==> config.mk <==
export PLATFORM = sky130hd
export DESIGN_NAME = dkong_input_cond_flat
export DESIGN_NICKNAME = d
export VERILOG_FILES = /design/src/rtl/dkong_input_pkg.sv /design/src/rtl/dkong_input_cond_if.sv /design/src/rtl/dkong_debounce.sv /design/src/rtl/dkong_input_cond.sv /design/src/flat_wrapper.sv
export SDC_FILE = /design/constraint.sdc
export NUM_CORES = 1
export LEC_CHECK = 0
export ABC_AREA = 1
export BUFFER_PORTS_ARGS = -buffer_cell sky130_fd_sc_hd__clkbuf_2
export CORE_MARGIN = 5
export CORE_UTILIZATION = 40
export CTS_BUF_LIST = sky130_fd_sc_hd__clkbuf_2 sky130_fd_sc_hd__clkbuf_4 sky130_fd_sc_hd__clkbuf_8
export DETAILED_ROUTE_END_ITERATION = 16
export GPL_ROUTABILITY_DRIVEN = 0
export PLACE_DENSITY_LB_ADDON = 0.25
export SETUP_SLACK_MARGIN = 0.02
export SYNTH_ARGS = -nofsm -noshare
export SYNTH_HDL_FRONTEND = slang
export SYNTH_HIERARCHICAL = 1
export SYNTH_SLANG_ARGS = --single-unit
==> constraint.sdc <==
create_clock -name masterclk -period 5.2 [get_ports masterclk]
set_clock_uncertainty 0.1 [all_clocks]
set_input_delay 0.52 -clock masterclk [delete_from_list [all_inputs] [get_ports masterclk]]
set_output_delay 0.52 -clock masterclk [all_outputs]
set_load 0.02 [all_outputs]
==> src/rtl/dkong_input_pkg.sv <==
// Shared types and constants for the Donkey Kong cabinet input conditioner.
// Holds the coin FSM state encoding and the channel numbering.
package dkong_input_pkg;

    typedef enum logic [1:0] {
        IDLE,
        PULSE,
        LOCKOUT
    } coin_state_t;

    localparam int CH_P1   = 0;
    localparam int CH_P2   = 1;
    localparam int CH_COIN = 2;
    localparam int NUM_CH  = 3;

    function automatic int max_int(input int a, input int b);
        return (a > b) ? a : b;
    endfunction

endpackage

==> src/rtl/dkong_input_cond_if.sv <==
// Cabinet switch bundle: raw switch levels in, conditioned levels and coin pulse out.
// The master side is the cabinet/harness, the slave side is the conditioner.
interface dkong_input_cond_if;

    logic       p1_raw;
    logic       p2_raw;
    logic       coin_raw;
    logic       p1_sw;
    logic       p2_sw;
    logic       coin_sw;
    logic [7:0] coin_count;

    modport master (
        output p1_raw, p2_raw, coin_raw,
        input  p1_sw, p2_sw, coin_sw, coin_count
    );

    modport slave (
        input  p1_raw, p2_raw, coin_raw,
        output p1_sw, p2_sw, coin_sw, coin_count
    );

endinterface

==> src/rtl/dkong_debounce.sv <==
// One switch channel: two-flop synchroniser followed by a debounce counter that
// only accepts a new level after DEBOUNCE_CYCLES consecutive cycles of agreement.
module dkong_debounce #(
    parameter int DEBOUNCE_CYCLES = 65536
) (
    input  logic masterclk,
    input  logic rst_n,
    input  logic din,
    output logic dout
);

    localparam int CW = $clog2(DEBOUNCE_CYCLES + 1);
    localparam logic [CW-1:0] CNT_LAST = CW'(DEBOUNCE_CYCLES - 1);

    logic          s1;
    logic          s2;
    logic          stable;
    logic [CW-1:0] cnt;

    // Any disagreement shorter than the full window restarts the count from zero.
    always_ff @(posedge masterclk or negedge rst_n) begin
        if (!rst_n) begin
            s1     <= 1'b0;
            s2     <= 1'b0;
            stable <= 1'b0;
            cnt    <= '0;
        end else begin
            s1 <= din;
            s2 <= s1;
            if (s2 == stable) begin
                cnt <= '0;
            end else if (cnt == CNT_LAST) begin
                stable <= ~stable;
                cnt    <= '0;
            end else begin
                cnt <= cnt + 1'b1;
            end
        end
    end

    assign dout = stable;

endmodule

==> src/rtl/dkong_input_cond.sv <==
// Conditions the P1/P2 start and coin switches for dkong_system: synchronise,
// debounce, and turn each accepted coin into one fixed-width pulse with lockout.
module dkong_input_cond
    import dkong_input_pkg::*;
#(
    parameter int DEBOUNCE_CYCLES     = 65536,
    parameter int COIN_PULSE_CYCLES   = 4096,
    parameter int COIN_LOCKOUT_CYCLES = 262144,
    parameter bit RAW_ACTIVE_LOW      = 1'b1
) (
    input logic               masterclk,
    input logic               rst_n,
    dkong_input_cond_if.slave io
);

    localparam int TW = $clog2(max_int(COIN_PULSE_CYCLES, COIN_LOCKOUT_CYCLES)) + 1;
    localparam logic [TW-1:0] PULSE_LOAD = TW'(COIN_PULSE_CYCLES - 1);
    localparam logic [TW-1:0] LOCK_LOAD  =
        TW'((COIN_LOCKOUT_CYCLES > 0) ? COIN_LOCKOUT_CYCLES - 1 : 0);

    logic [NUM_CH-1:0] raw_hi;
    logic [NUM_CH-1:0] stable;
    logic              coin_prev;
    logic              coin_rise;
    coin_state_t       state;
    logic [TW-1:0]     timer;
    logic              coin_pulse;
    logic [7:0]        count;

    assign raw_hi[CH_P1]   = io.p1_raw   ^ RAW_ACTIVE_LOW;
    assign raw_hi[CH_P2]   = io.p2_raw   ^ RAW_ACTIVE_LOW;
    assign raw_hi[CH_COIN] = io.coin_raw ^ RAW_ACTIVE_LOW;

    for (genvar ch = 0; ch < NUM_CH; ch++) begin : g_ch
        dkong_debounce #(
            .DEBOUNCE_CYCLES(DEBOUNCE_CYCLES)
        ) u_debounce (
            .masterclk(masterclk),
            .rst_n    (rst_n),
            .din      (raw_hi[ch]),
            .dout     (stable[ch])
        );
    end

    assign coin_rise = stable[CH_COIN] & ~coin_prev;

    // Rises seen outside IDLE are simply dropped, so a held or bouncing coin
    // can never queue a second pulse.
    always_ff @(posedge masterclk or negedge rst_n) begin
        if (!rst_n) begin
            coin_prev  <= 1'b0;
            state      <= IDLE;
            timer      <= '0;
            coin_pulse <= 1'b0;
            count      <= '0;
        end else begin
            coin_prev <= stable[CH_COIN];
            unique case (state)
                IDLE: begin
                    if (coin_rise) begin
                        state      <= PULSE;
                        timer      <= PULSE_LOAD;
                        coin_pulse <= 1'b1;
                        count      <= count + 1'b1;
                    end
                end
                PULSE: begin
                    if (timer == '0) begin
                        coin_pulse <= 1'b0;
                        if (COIN_LOCKOUT_CYCLES == 0) begin
                            state <= IDLE;
                        end else begin
                            state <= LOCKOUT;
                            timer <= LOCK_LOAD;
                        end
                    end else begin
                        timer <= timer - 1'b1;
                    end
                end
                LOCKOUT: begin
                    if (timer == '0) begin
                        state <= IDLE;
                    end else begin
                        timer <= timer - 1'b1;
                    end
                end
                default: begin
                    state      <= IDLE;
                    coin_pulse <= 1'b0;
                end
            endcase
        end
    end

    assign io.p1_sw      = stable[CH_P1];
    assign io.p2_sw      = stable[CH_P2];
    assign io.coin_sw    = coin_pulse;
    assign io.coin_count = count;

endmodule

==> src/flat_wrapper.sv <==
// flat-port wrapper written by rule: the top's interface ports become plain ports
module dkong_input_cond_flat import dkong_input_pkg::*;
#(
    parameter int DEBOUNCE_CYCLES     = 65536,
    parameter int COIN_PULSE_CYCLES   = 4096,
    parameter int COIN_LOCKOUT_CYCLES = 262144,
    parameter bit RAW_ACTIVE_LOW      = 1'b1
)
  (masterclk, rst_n, io_p1_raw, io_p2_raw, io_coin_raw, io_p1_sw, io_p2_sw, io_coin_sw, io_coin_count);
  dkong_input_cond_if io_i ();
  input logic masterclk;
  input logic rst_n;
  input wire logic [$bits(io_i.p1_raw)-1:0] io_p1_raw;
  input wire logic [$bits(io_i.p2_raw)-1:0] io_p2_raw;
  input wire logic [$bits(io_i.coin_raw)-1:0] io_coin_raw;
  output wire logic [$bits(io_i.p1_sw)-1:0] io_p1_sw;
  output wire logic [$bits(io_i.p2_sw)-1:0] io_p2_sw;
  output wire logic [$bits(io_i.coin_sw)-1:0] io_coin_sw;
  output wire logic [$bits(io_i.coin_count)-1:0] io_coin_count;
  assign io_i.p1_raw = io_p1_raw;
  assign io_i.p2_raw = io_p2_raw;
  assign io_i.coin_raw = io_coin_raw;
  assign io_p1_sw = io_i.p1_sw;
  assign io_p2_sw = io_i.p2_sw;
  assign io_coin_sw = io_i.coin_sw;
  assign io_coin_count = io_i.coin_count;
  dkong_input_cond #(.DEBOUNCE_CYCLES(DEBOUNCE_CYCLES), .COIN_PULSE_CYCLES(COIN_PULSE_CYCLES), .COIN_LOCKOUT_CYCLES(COIN_LOCKOUT_CYCLES), .RAW_ACTIVE_LOW(RAW_ACTIVE_LOW)) u_core (.masterclk(masterclk), .rst_n(rst_n), .io(io_i));
endmodule
== After elaboration in Yosys (flattened, before gate mapping) ==
Cells that the tools add are included.
Storage, ports and cells
  register bits: 91
  word-level logic and storage cells: 73
Cells by class
  add/sub/neg operators: 5
  equal/unequal tests: 12
  multiplexer cells: 17
  bitwise logic cells: 12
  reduce and logical (&&, ||, !) cells: 10
Operator list (number)
  2-to-1 mux 17 bit: 6
  2-to-1 mux 19 bit: 3
  one-hot mux 19 bit (3 select lines): 1
  adder 17 x 1 -> 17 bit (second input constant): 3
  == test 17 x 16 -> 1 bit (second input constant): 3
  logical NOT 19 bit: 1
  subtractor 19 x 1 -> 19 bit (second input constant): 1
  inverter 1 bit: 11
  AND reduction 3 bit: 3
  adder 8 x 1 -> 8 bit (second input constant): 1
  AND reduction 2 bit: 4
  2-to-1 mux 2 bit: 3
  inequality test 2 x 1 -> 1 bit (second input constant): 3
  one-hot mux 2 bit (3 select lines): 1
  == test 1 bit: 3
  one-hot mux 1 bit (3 select lines): 1
  nonzero test 3 bit: 1
  == test 2 x 1 -> 1 bit (second input constant): 1
  == test 2 bit (second input constant): 1
  logical NOT 2 bit: 1
  2-to-1 mux 1 bit: 2
  inequality test 2 bit (second input constant): 1
  AND 1 bit: 1

== Logic depth before layout (Yosys ltp) ==
Gate-level depths: netlist (run 1).
  depth after elaboration: 4
  depth in mapped cells: 12
  gate-level depth less buffers: 11

== By module ==
Netlist (run 1), hierarchy kept.
By module, submodules not included
  dkong_debounce: times used 3, cells an instance 130, area each 1042.2 um^2, seq. area each 500.5 um^2
  dkong_input_cond: times used 1, cells an instance 295, area each 2114.5 um^2, seq. area each 775.7 um^2

== Worst setup path after synthesis (run 1) ==
OpenSTA, ideal clock, no wires.
  path kind: register -> register
  start point: reg u_core.timer[0]
  end point: reg u_core.timer[9]
  library setup time: 121 ps
  data arrival time: 1504 ps
  slack: 3476 ps
  stages on the path, launching flop included: 13
  buffers on the path: 1
  cell sequence: dfrtp_1 -> inv_1 -> ha_1 -> inv_1 -> nor2_1 -> nand3_1 -> nor2_2 -> nand3_4 -> nand2_4 -> inv_2 -> buf_6 -> nor2_2 -> a21oi_1
On the way
  cells in the longest elaborated chain, start to end: 3
  elaborated cells on any way between the ends: 7
  those cells by class: 1 x add/sub; 1 x eq/ne; 3 x mux; 2 x reduce/logical
RTL lines
  from (decl): RTL line dkong_input_cond.sv:26  | logic [TW-1:0] timer;
  from (signal assigned): RTL line dkong_input_cond.sv:77  | timer <= timer - 1'b1;
  from (signal assigned): RTL line dkong_input_cond.sv:84  | timer <= timer - 1'b1;
  subtractor 19 x 1 -> 19 bit or logical NOT 19 bit (tied branches)
  2-to-1 mux 19 bit, or another cell as far along: RTL line dkong_input_cond.sv:81  | if (timer == '0) begin
  one-hot mux 19 bit (3 select lines) or AND reduction 3 bit (tied branches)
Several ways; a longest one is shown, not always the timed one. The select of a mux whose other input is x is not followed.
A chain may end at the register's enable or synchronous reset.

== Worst setup path after layout (run 1) ==
  start point: reg u_core.timer[0]
  end point: reg u_core.timer[0]
The elaborated chain is that of the path after synthesis.

==> flow_metrics.py, run 1 <==
metrics = {
    "global_routing": {
        "grt_max_degree": 49,
        "grt-ovfl-total": 0,
        "grt_pass1_vias": 4143,
        "antenna_found_initial": 0,
        "grt_pass1_wl_um": 18360,
        "grt_use_total_pct": 13.95,
    },
    "logic_synthesis": {
        "syn_area_um2": 5241,
        "yosysWarnings": 6,
        "synth_top_area_share_pct": 43.45,
        "synth_ff_type": "dfrtp_1",
        "synth_fp_nets": 700,
        "synth_top_area_cell": "dfrtp_1",
        "ys_seq_area_share_pct": 43.45,
        "ys_ff_latch": 91,
        "synth-edff-count": 0,
        "yosysMostFrequentCell": "nand2_1",
        "synthCells": 685,
        "synth_common_cells": "nand2_1, nor2_1, dfrtp_1",
        "avgSynthCellArea_um2": 7.651,
        "async_reset_ff_share_pct": 100.0,
        "yosys.cell_types.count": 32,
        "synthTopCellsByArea": "dfrtp_1, nand2_1, nor2_1",
    },
    "setup_path": {
        "path_buf_inv": 3,
        "critPathArrivalTime_ns": 2.19,
        "critPathRequiredTime_ns": 5.35,
        "crit_top_cell": "inv_1",
        "cp-start-kind": "register",
        "crit_chain": "inv_1 -> ha_1 -> inv_1 -> nor2_1 -> nand3_1 -> nor2_2 -> nand3_4 -> nand2_4 -> inv_2 -> o21ai_0 -> o21ai_2",
        "cp_slowest_stage_delay_ns": 0.39,
        "critPathMaxFanout": 14,
        "crit_type": "register to register",
        "critical-path-top-delay-family": "simple AND/OR/NAND/NOR gates",
        "crit_path_end_kind": "register",
        "slowest_stage": "dfrtp_1",
    },
    "placed_design": {
        "place_area_um2": 5509,
        "io_buffers": 15,
        "pre_cts_slack_ns": 3.176,
        "place_hpwl_um": 7624,
    },
    "sta": {
        "holdWs_ns": 0.03089,
        "period_share_pct": 39.27,
        "final-hold-violation-count": 0,
        "relSlewSlack_pct": 60.47,
        "tightestPinTransition_ns": 0.5929,
        "rsz0062_at_grt": "false",
        "fmax_mhz": 489.7,
        "finalSetupTns_ns": 0,
        "fin_crit_ns": 2.042,
        "setup_slack_ns": 3.158,
        "setup_viol": 0,
        "drv_slew": 0,
    },
    "floorplan": {
        "start_util_pct": 41.20,
        "io_pins": 16,
        "dieWidth_um": 124.5,
        "fp.dieArea_um2": 15490,
        "die_h_um": 124.5,
        "num_rows": 41,
        "core_um2": 12720,
    },
    "clock_network": {
        "holdBufCountCts": 0,
        "post_cts_buffers": 0,
        "clk_path_buf_depth": 2,
        "cts_sinks": 91,
        "cts_tree": "done",
        "clk_latency_ns": 0.37,
        "cts_buffers": 9,
        "ctsHtreeMaxLevel": 3,
        "cts_root_buffer": "clkbuf_8",
        "cts_resized": 0,
        "path_clk_slew_ns": 0.09,
    },
    "cells_and_area": {
        "area_delta_synth_final_pct": 8.689,
        "drive_gt1_share_pct": 14.04,
        "stdcell_area_um2": 5697,
        "nets": 722,
        "antenna_cells": 0,
    },
    "power": {
        "power_mw": 1.213,
        "leakagePower_nw": 2.849,
        "power_density_nw_per_um2": 212.9,
        "ir_worst_vdd_mv": 0.1837,
    },
    "routing": {
        "drc_errors": 0,
        "vias": 4263,
        "first_pass_iters": 5,
        "wl_per_cell_um": 11.60,
        "vias_per_cell": 4.822,
        "drtIter0Drc": 230,
        "antenna_left": 0,
        "routed_wl_um": 10250,
    },
    "status": {
        "status": "completed",
    },
    "run": {
        "max_cap_violations": 0,
    },
    "worst_hold_path": {
        "hold_class": "primary input to asynchronous set/reset pin",
    },
}
power breakdown:
part / total [mW] / switching, mW / internal, mW
Sequential: 0.722 / 0.00686 / 0.715
Combinational: 0.0375 / 0.0278 / 0.00974
Clock: 0.453 / 0.253 / 0.200
Total: 1.21 / 0.287 / 0.925
state kept, by name (all words and copies together) (netlist names):
name and count:
u_core/io.coin_sw 1, u_core/io.coin_count 8, u_core/g_ch.u_debounce/s1 3, u_core/g_ch.u_debounce/dout 3, u_core/timer 19, u_core/coin_prev 1
u_core/g_ch.u_debounce/cnt 51, u_core/state 2, u_core/g_ch.u_debounce/s2 3
per-layer routing:
layer	track usage, %	part of all wire [%]
met3	3.302	3.4
met2	21.31	46
met5	0	0
met4	6.512	2.9
met1	18.71	48
cell families after synthesis:
group           count (synthesis)  synth area share (%)
fa+ha+maj                      10                 2.387
xor+xnor                       32                 5.347
compound gates                 41                 4.560
flops                          91                 43.45
buf+inv                        92                 6.851
simple gates                  418                 37.19
mux                             1                0.2148
final cells by class:
class | instances | area, um2
Multi-Input combinational cell | 502 | 2605
Timing Repair Buffer | 16 | 85.08
Clock inverter | 5 | 36.28
Clock buffer | 11 | 151.4
Tap cell | 172 | 215.2
Fill cell | 1292 | 7025
Inverter | 87 | 326.6
Sequential cell | 91 | 2277
stage by stage:
stage | util [%] | instances
floorplan | - | 685
global placement | 43.30 | 868
detailed placement | 43.30 | 868
CTS | 44.78 | 884
global route | 44.78 | 884
finish | 44.78 | 884
cells in the final DEF, fill, tap and decap left out, drive strengths merged:
| master | Yosys | final |
|---|---|---|
| nand3 | 61 | 61 |
| inv | 87 | 88 |
| clkbuf | 1 | 25 |
| ha | 10 | 10 |
| or2 | 3 | 3 |
| nand3b | 5 | 5 |
| nand2 | 195 | 195 |
| clkinv | 0 | 1 |
| xnor2 | 11 | 11 |
| dfrtp | 91 | 91 |
| clkinvlp | 0 | 3 |
| buf | 4 | 2 |
| o21ai | 22 | 22 |
| nand4 | 15 | 15 |
| mux2 | 1 | 1 |
| nor2 | 135 | 135 |
| a21oi | 13 | 13 |
| o21bai | 6 | 6 |
| xor2 | 21 | 21 |
| nor3 | 4 | 4 |
final timing paths:
path                                                         from                                          to  slack (ns)  cells after the start
max reg2reg                           u_core/timer[0]$_DFFE_PN0P_                 u_core/timer[0]$_DFFE_PN0P_        3.16                     11
min reg2reg                u_core/g_ch[1].u_debounce/s1$_DFF_PN0_      u_core/g_ch[1].u_debounce/s2$_DFF_PN0_        0.25                      0
min in group masterclk                                io_coin_raw      u_core/g_ch[2].u_debounce/s1$_DFF_PN0_        0.18                      2
min                                                         rst_n  u_core/g_ch[0].u_debounce/dout$_DFFE_PN0P_        0.03                      1
max                                   u_core/timer[0]$_DFFE_PN0P_                 u_core/timer[0]$_DFFE_PN0P_        3.16                     11
max in group asynchronous                                   rst_n                 u_core/timer[1]$_DFFE_PN0P_        3.96                      2
worst register-to-register path: stages, from the launching register on:
cell	delay (ns)
dfrtp_1	0.39
inv_1	0.20
ha_1	0.21
inv_1	0.05
nor2_1	0.08
nand3_1	0.09
nor2_2	0.17
nand3_4	0.11
nand2_4	0.17
inv_2	0.16
o21ai_0	0.13
o21ai_2	0.08
(Power assumes the default switching activity.)
==> inputs of run 2 (changes only) <==
- ABC_AREA: 1 -> 0
- clock period: 5.2 -> 1.77 ns (I/O delays scaled with it)
==> run 2 against run 1 <==
The flow now finishes with violations (setup timing). Die area fell by 11%. First-iteration DRC count fell by 19%. Synthesized area shrank 12%. Register-to-register slack lost 3.3 ns. Clock power grew to 3.0 times the previous value. Power rose to 3.0 times the previous value. Sequential share of layout area is 1.9 points lower. Largest power group unchanged.
==> flow_metrics.py, run 2 <==
metrics = {
    "status": {
        "status": "finished with violations",
        "violations": "setup timing",
    },
    "clock_network": {
        "cts_tree": "done",
        "cts_root_buffer": "clkbuf_8",
        "cts_buffers": 9,
        "clk_latency_ns": 0.37,
        "ctsHtreeMaxLevel": 3,
        "cts_sinks": 91,
        "clk_path_buf_depth": 2,
        "path_clk_slew_ns": 0.10,
    },
    "sta": {
        "final-hold-violation-count": 0,
        "setup_slack_ns": -0.1898,
        "period_share_pct": 110.7,
        "setup_viol": 22,
        "fmax_mhz": 510.3,
        "drv_slew": 0,
        "tightestPinTransition_ns": 0.3496,
        "fin_crit_ns": 1.960,
        "rsz0062_at_grt": "true",
        "finalSetupTns_ns": -2.416,
        "relSlewSlack_pct": 76.51,
    },
    "setup_path": {
        "critPathRequiredTime_ns": 1.95,
        "cp-start-kind": "register",
        "rr_startpoint": "u_core/timer[6]$_DFFE_PN0P_",
        "crit_path_end_kind": "register",
        "rr_worst_depth": 6,
        "rr_endpoint": "u_core/timer[18]$_DFFE_PN0P_",
        "crit_type": "register to register",
        "r2r_slack_ns": -0.19,
        "critPathArrivalTime_ns": 2.14,
        "critPathMaxFanout": 7,
    },
    "cells_and_area": {
        "stdcell_area_um2": 5989,
        "largest_reg_flops": 51,
        "final_common_cell": "dfrtp_1",
        "final_core_util_pct": 52.68,
        "antenna_cells": 0,
        "regMostFlops": "u_core/g_ch.u_debounce/cnt",
        "drive_gt1_share_pct": 33.57,
        "mostFrequentLayoutCells": "dfrtp_1, buf_4, nor2_1",
        "stdcell_count": 706,
        "nets": 573,
        "fill_cells": 1007,
        "area_delta_synth_final_pct": 29.66,
    },
    "floorplan": {
        "die_h_um": 117.5,
        "core_um2": 11370,
        "dieWidth_um": 117.5,
        "num_rows": 39,
        "fp.dieArea_um2": 13800,
        "start_util_pct": 40.63,
        "io_pins": 16,
    },
    "worst_hold_path": {
        "hold_class": "primary input to asynchronous set/reset pin",
    },
    "logic_synthesis": {
        "yosys.cell_types.count": 50,
        "synthTopCellsByArea": "dfrtp_1, xnor2_1, nor2_1",
        "avgSynthCellArea_um2": 10.11,
        "synth_fp_nets": 472,
        "synth_common_cells": "dfrtp_1, nor2_1, a21oi_1",
        "yosysWarnings": 6,
        "synth_top_area_share_pct": 49.30,
        "synth-edff-count": 0,
        "synthCells": 457,
        "synth_ff_type": "dfrtp_1",
        "ys_ff_latch": 91,
        "ys_seq_area_share_pct": 49.30,
        "synth_top_area_cell": "dfrtp_1",
        "yosysMostFrequentCell": "dfrtp_1",
        "async_reset_ff_share_pct": 100.0,
        "syn_area_um2": 4619,
    },
    "placed_design": {
        "placed_cells": 666,
        "place_hpwl_um": 6829,
        "place_area_um2": 5358,
        "io_buffers": 15,
    },
    "power": {
        "ir_worst_vdd_mv": 0.6818,
        "leakagePower_nw": 2.649,
        "power_density_nw_per_um2": 602.9,
        "power_mw": 3.611,
    },
    "global_routing": {
        "grt_max_degree": 40,
        "grt_pass1_vias": 3719,
        "grt_use_total_pct": 14.81,
        "grt_pass1_wl_um": 17060,
        "grt-ovfl-total": 0,
        "antenna_found_initial": 0,
    },
    "routing": {
        "first_pass_iters": 4,
        "wl_per_cell_um": 14.29,
        "antenna_left": 0,
        "drtIter0Drc": 187,
        "routed_wl_um": 10090,
        "vias": 3726,
        "drc_errors": 0,
        "vias_per_cell": 5.278,
    },
    "run": {
        "max_cap_violations": 0,
    },
}
run 2: changes by cell type after synthesis, moves of 29 or more:
cell     before  now
nand2_1     172   23
nor2_1      111   55
nand3_1      53   24
inv_1        81   21
run 2: final cells by class:
| class | instances | area, um2 | share of cell area (%) |
|---|---|---|---|
| Multi-Input combinational cell | 337 | 2476 | 41.34 |
| Sequential cell | 91 | 2281 | 38.08 |
| Timing Repair Buffer | 98 | 789.5 | 13.18 |
| Tap cell | 143 | 178.9 | 2.987 |
| Clock buffer | 10 | 137.6 | 2.298 |
| Inverter | 21 | 78.83 | 1.316 |
| Clock inverter | 6 | 47.55 | 0.7938 |
run 2: power breakdown:
group	internal, mW	total [mW]	leakage [nW]	switching [mW]
clock network	0.564	1.35	0.0937	0.785
logic	0.0544	0.138	1.31	0.0834
registers	2.10	2.12	1.25	0.0236
total	2.72	3.61	2.65	0.892
run 2: metal layers:
layer,wire length [um],part of all wire (%),vias up,track usage (%)
li1,-,-,1849,-
met2,5312,53,40,25.92
met3,270,2.7,11,3.892
met4,112,1.1,0,4.946
met1,4395,44,1826,17.62
met5,0,0,-,0
run 2: repair_timing:
action / CTS / global route
endpoints found under the setup margin: 23 / 67
hold endpoints to repair: 94 / 0
hold buffers: 4 / 0
gates resized for setup: 38 / 35
pin swaps: 15 / 22
gates cloned: 2 / 1
buffers inserted: 6 / 12
run 2: metrics by stage:
stage          setup WS [ns]  hold slack [ns]
2_1_floorplan        -0.1370          -0.2186
3_3_place_gp         -0.1449         0.007547
3_5_place_dp         -0.1827          0.01674
4_1_cts              -0.1432           0.1406
5_1_grt              -0.2743           0.1699
6_report             -0.1898           0.1444
run 2: critical path, cell delays in order (launching register included):
cell	delay (ns)
dfrtp_1	0.43
nor4_4	0.30
buf_6	0.17
and4_4	0.31
nand3_4	0.08
mux2_4	0.30
o32ai_2	0.19
run 2: cell families after synthesis:
group	count (synthesis)	synth area share (%)
AO/OA/AOI/OAI	93	12.81
XOR/XNOR	43	8.153
adder cells (fa/ha/maj)	10	2.709
buffers and inverters	29	2.681
flip-flops	91	49.30
multiplexers	5	1.219
AND/OR/NAND/NOR	186	23.13
run 2: worst max-delay path by stage:
stage,from,to,depth (start not counted)
6_report,u_core/timer[6]$_DFFE_PN0P_,u_core/timer[18]$_DFFE_PN0P_,6
3_5_place_dp,u_core/timer[4]$_DFFE_PN0P_,u_core/timer[7]$_DFFE_PN0P_,7
5_1_grt,u_core/timer[0]$_DFFE_PN0P_,u_core/timer[16]$_DFFE_PN0P_,8
3_3_place_gp,u_core/timer[4]$_DFFE_PN0P_,u_core/timer[18]$_DFFE_PN0P_,6
4_1_cts,u_core/timer[0]$_DFFE_PN0P_,u_core/timer[13]$_DFFE_PN0P_,6
2_1_floorplan,u_core/timer[4]$_DFFE_PN0P_,u_core/timer[18]$_DFFE_PN0P_,5
